<file path="src/rtl/fifo_stream_reader.sv">
// fifo_stream_reader: pops FIFO words into a prefetch/output pair and streams them LSB-first as OUT_WIDTH slices
module fifo_stream_reader #(
    parameter int WIDTH     = 32,
    parameter int OUT_WIDTH = 8
) (
    input  logic                 clk_i,
    input  logic                 rst_ni,
    input  logic [WIDTH-1:0]     fifo_rdata_i,
    input  logic                 fifo_empty_i,
    output logic                 fifo_re_o,
    input  logic                 enable_i,
    input  logic                 flush_i,
    output logic [OUT_WIDTH-1:0] out_data_o,
    output logic                 out_valid_o,
    input  logic                 out_ready_i,
    output logic                 out_last_o,
    output logic                 busy_o,
    output logic [15:0]          words_read_o
);
    localparam int SLICES = WIDTH / OUT_WIDTH;
    localparam int IW     = (SLICES > 1) ? $clog2(SLICES) : 1;
    logic [WIDTH-1:0] pb, ow;
    logic             pv, ov, acc, load;
    logic [IW-1:0]    idx;
    logic [15:0]      cnt;
    // Pop is gated by reset so the FIFO is never drained while state is held cleared
    always_comb begin
        out_last_o  = ov & (idx == IW'(SLICES - 1));
        out_valid_o = ov;
        busy_o      = pv | ov;
        acc         = ov & out_ready_i;
        load        = pv & (~ov | (acc & out_last_o));
        fifo_re_o   = rst_ni & enable_i & ~fifo_empty_i & ~flush_i & (~pv | load);
    end
    assign out_data_o   = ow[int'(idx) * OUT_WIDTH +: OUT_WIDTH];
    assign words_read_o = cnt;
    always_ff @(posedge clk_i or negedge rst_ni) begin
        if (!rst_ni) begin
            pb  <= '0;
            ow  <= '0;
            pv  <= 1'b0;
            ov  <= 1'b0;
            idx <= '0;
            cnt <= '0;
        end else begin
            if (fifo_re_o) begin
                pb  <= fifo_rdata_i;
                cnt <= cnt + 16'd1;
            end
            if (flush_i) begin
                pv  <= 1'b0;
                ov  <= 1'b0;
                idx <= '0;
            end else begin
                pv <= fifo_re_o | (pv & ~load);
                if (load) begin
                    ow  <= pb;
                    ov  <= 1'b1;
                    idx <= '0;
                end else if (acc & out_last_o) begin
                    ov <= 1'b0;
                end else if (acc) begin
                    idx <= idx + 1'b1;
                end
            end
        end
    end
endmodule

</file>
<file path="config.mk">
export PLATFORM = sky130hd
export DESIGN_NAME = fifo_stream_reader
export DESIGN_NICKNAME = d
export VERILOG_FILES = /design/src/rtl/fifo_stream_reader.sv
export SDC_FILE = /design/constraint.sdc
export NUM_CORES = 1
export LEC_CHECK = 0
export CORE_MARGIN = 4
export CORE_UTILIZATION = 43
export CTS_CLUSTER_DIAMETER = 60
export DETAILED_ROUTE_END_ITERATION = 10
export GPL_ROUTABILITY_DRIVEN = 1
export PLACE_DENSITY = 0.64
export SLEW_MARGIN = 30
export SYNTH_ARGS = -nofsm -noshare
export SYNTH_HDL_FRONTEND = slang
export SYNTH_SLANG_ARGS = --single-unit
</file>
<file path="constraint.sdc">
create_clock -name clk_i -period 2.5 [get_ports clk_i]
set_input_delay 0.625 -clock clk_i [delete_from_list [all_inputs] [get_ports clk_i]]
set_output_delay 0.625 -clock clk_i [all_outputs]
set_load 0.01 [all_outputs]
</file>
==> flow_metrics.env <==
export IMPL_cts_tree="done"
export IMPL_crit_required_ns=1.88
export IMPL_grt_pass1_wl_um=11300
export IMPL_syn_instance_count=236
export IMPL_max_freq_mhz=414
export IMPL_vias=2091
export IMPL_ys_seq_elements=84
export IMPL_grt_overflow_total=0
export IMPL_leakagePower_nw=2.03
export IMPL_place_congestion=0.758
export IMPL_power_density_nw_per_um2=765
export IMPL_routedWlPerCell_um=15.4
export IMPL_die_x_um=99.1
export IMPL_start_util_pct=45.2
export IMPL_finalSetupViolCount=0
export IMPL_io_pins=66
export IMPL_post_place_cells=406
export IMPL_antenna_left=0
export IMPL_synth_top_area_share_pct=58.9
export IMPL_ys_warn_count=0
export IMPL_crit_path_start_kind="input port"
export IMPL_p_total_mw=3.55
export IMPL_crit_type="input port to output port"
export IMPL_ys_seq_area_share_pct=58.9
export IMPL_grt_pass1_vias=2270
export IMPL_syn_area_per_cell_um2=15.1
export IMPL_clkLatencyLatePin_ns=0.33
export IMPL_fin_crit_ns=2.42
export IMPL_vdd_drop_max_uv=327
export IMPL_status="finished, final reports clean"
export IMPL_cp_max_fo=2
export IMPL_hpwl_um=4490
export IMPL_core_area_um2=7890
export IMPL_drive_above_1_share_pct=35.5
export IMPL_final_core_util_pct=58.8
export IMPL_grt_setup_unrepaired="false"
export IMPL_grt_start_max_net_pins=82
export IMPL_die_height_um=99.1
export IMPL_antenna_found_initial=0
export IMPL_fillers=632
export IMPL_clock_sinks=84
export IMPL_worst_pin_slew_ns=0.715
export IMPL_dp_slack_ns=-0.198
export IMPL_hp_class="input port to asynchronous set/reset pin"
export IMPL_cts_max_level=3
export IMPL_cts_inserted_buffers=9
export IMPL_crit_arrival_ns=1.79
export IMPL_hold_violations=0
export IMPL_cts_max_path_buffers=2
export IMPL_syn_nets=276
export IMPL_nets=356
export IMPL_ys_types=35
export IMPL_drc=0
export IMPL_synth_ff_type="dfrtp_1"
export IMPL_synth_top_area_cell="dfrtp_1"
export IMPL_yosysMostFrequentCell="dfrtp_1"
export IMPL_firstDrtPassIters=4
export IMPL_layout_cells_non_filler=423
export IMPL_worst_hold_slack_ns=0.0810
export IMPL_syn_area_um2=3570
export IMPL_synthArstFlopShare_pct=100
export IMPL_finalMaxSlewViolations=0
export IMPL_port_buffers=65
export IMPL_worst_slack_ns=0.0826
export IMPL_rows=32
export IMPL_die_area_um2=9810
export IMPL_antenna_cells=0
export IMPL_drt_iter0_drc=41
export IMPL_cts_reportedPaths_clkPinSlew_ns=0.09
export IMPL_area_growth_pct=30.1
export IMPL_fin_crit_sh_pct=96.7
export IMPL_avgViaCountPerCell=4.94
export IMPL_wl_um=6500
export IMPL_maxCapViolCount=0
export IMPL_maxSlewHeadroom_pct=52.3
export IMPL_grt_usage_pct=14.5
export IMPL_synthTopCellsByCount="84 x dfrtp_1, 65 x mux2_2, 10 x xnor2_1"
export IMPL_clock_root_buffer="clkbuf_8"
export IMPL_skew_ns=0.0128
export IMPL_worstSetupEndpointType="output port"
export IMPL_yosys_top_cells_area="dfrtp_1 59%, mux2_2 21%, mux4_2 5.1%"
export IMPL_cts_hold_buf=0
export IMPL_synth_edf_count=0
-- critical path, cell delays in order --
cell and delay (ns):
clkdlybuf4s50_1 0.50, nand4bb_4 0.12, a21o_2 0.23, inv_2 0.06, dlygate4sd2_1 0.26
-- power breakdown --
part / internal [mW] / switching, mW / total [mW]
registers: 1.68 / 0.187 / 1.86
logic: 0.465 / 0.236 / 0.701
clock network: 0.518 / 0.470 / 0.989
total: 2.66 / 0.893 / 3.55
-- cell type report --
type,instances,area [um^2],area share [%]
Clock buffer,11,151,3.26
Clock inverter,5,60.1,1.29
Inverter,6,22.5,0.485
Multi-Input combinational cell,137,1400,30.2
Sequential cell,84,2100,45.3
Tap cell,102,128,2.75
Timing Repair Buffer,78,776,16.7
-- metal layers --
metal	global-route usage (%)	share of wire (%)	vias to the layer above	routed length, um
met1	20.4	47	1043	3060
met3	3.47	4.2	2	275
met4	5.36	0.46	0	30
met5	0	0	-	0
met2	21.9	48	37	3130
li1	-	-	1009	-
-- cells by family (layout without fill, tap and decap cells) --
logic type,Yosys count,after routing,synth area share (%)
AOI/OAI and AO/OA,8,8,2.14
xor gates and xnor gates,15,15,3.89
adders and majority gates,2,2,0.702
buffers and inverters,15,100,2.03
DFF,84,84,58.9
muxes,73,73,25.6
and+or+nand+nor,39,39,6.70
-- final timing paths --
path / startpoint / cells after the start / to / slack, ns
max in group asynchronous: rst_ni / 2 / words_read_o[15] / 1.52
hold reg to reg: words_read_o[15] / 1 / words_read_o[15] / 0.48
hold / removal: rst_ni / 1 / pb[4] / 0.08
min in group clk_i: words_read_o[15] / 1 / words_read_o[15] / 0.48
setup reg to reg: idx[0] / 7 / words_read_o[10] / 0.41
setup / recovery: enable_i / 5 / fifo_re_o / 0.08
-- per-stage QoR --
stage / setup TNS, ns / instance area (um^2)
2_1_floorplan: 0 / 3570
4_1_cts: 0 / 4640
3_3_place_gp: -0.639 / 4430
3_5_place_dp: -1.01 / 4430
6_report: 0 / 4640
5_1_grt: 0 / 4640
-- repair_timing --
item                                    CTS  global route
cloned                                    0             0
resized for setup                         9             1
setup buffers                             1             0
endpoints found under the setup margin    9             2
-- sequential cells by signal, summed over array words and instances, names as in the netlist --
register,count
words_read_o,16
pv,1
out_valid_o,1
pb,32
ow,32
idx,2
-- layout by cell type (no fill, tap or decap), types with 2 or more instances in the layout --
cell,instances
mux4_2,8
dfrtp_1,84
mux2_2,65
dlygate4sd2_1,9
nor4_1,4
clkinv_4,2
buf_12,3
xnor2_1,10
a21oi_1,2
nand3_1,6
and3_1,2
xor2_1,4
and2b_1,3
clkdlybuf4s50_1,55
clkbuf_8,11
buf_4,10
nand2_1,6
nor2_1,5
nand4_1,3
inv_1,5
Power figures use the tool's default switching activity.
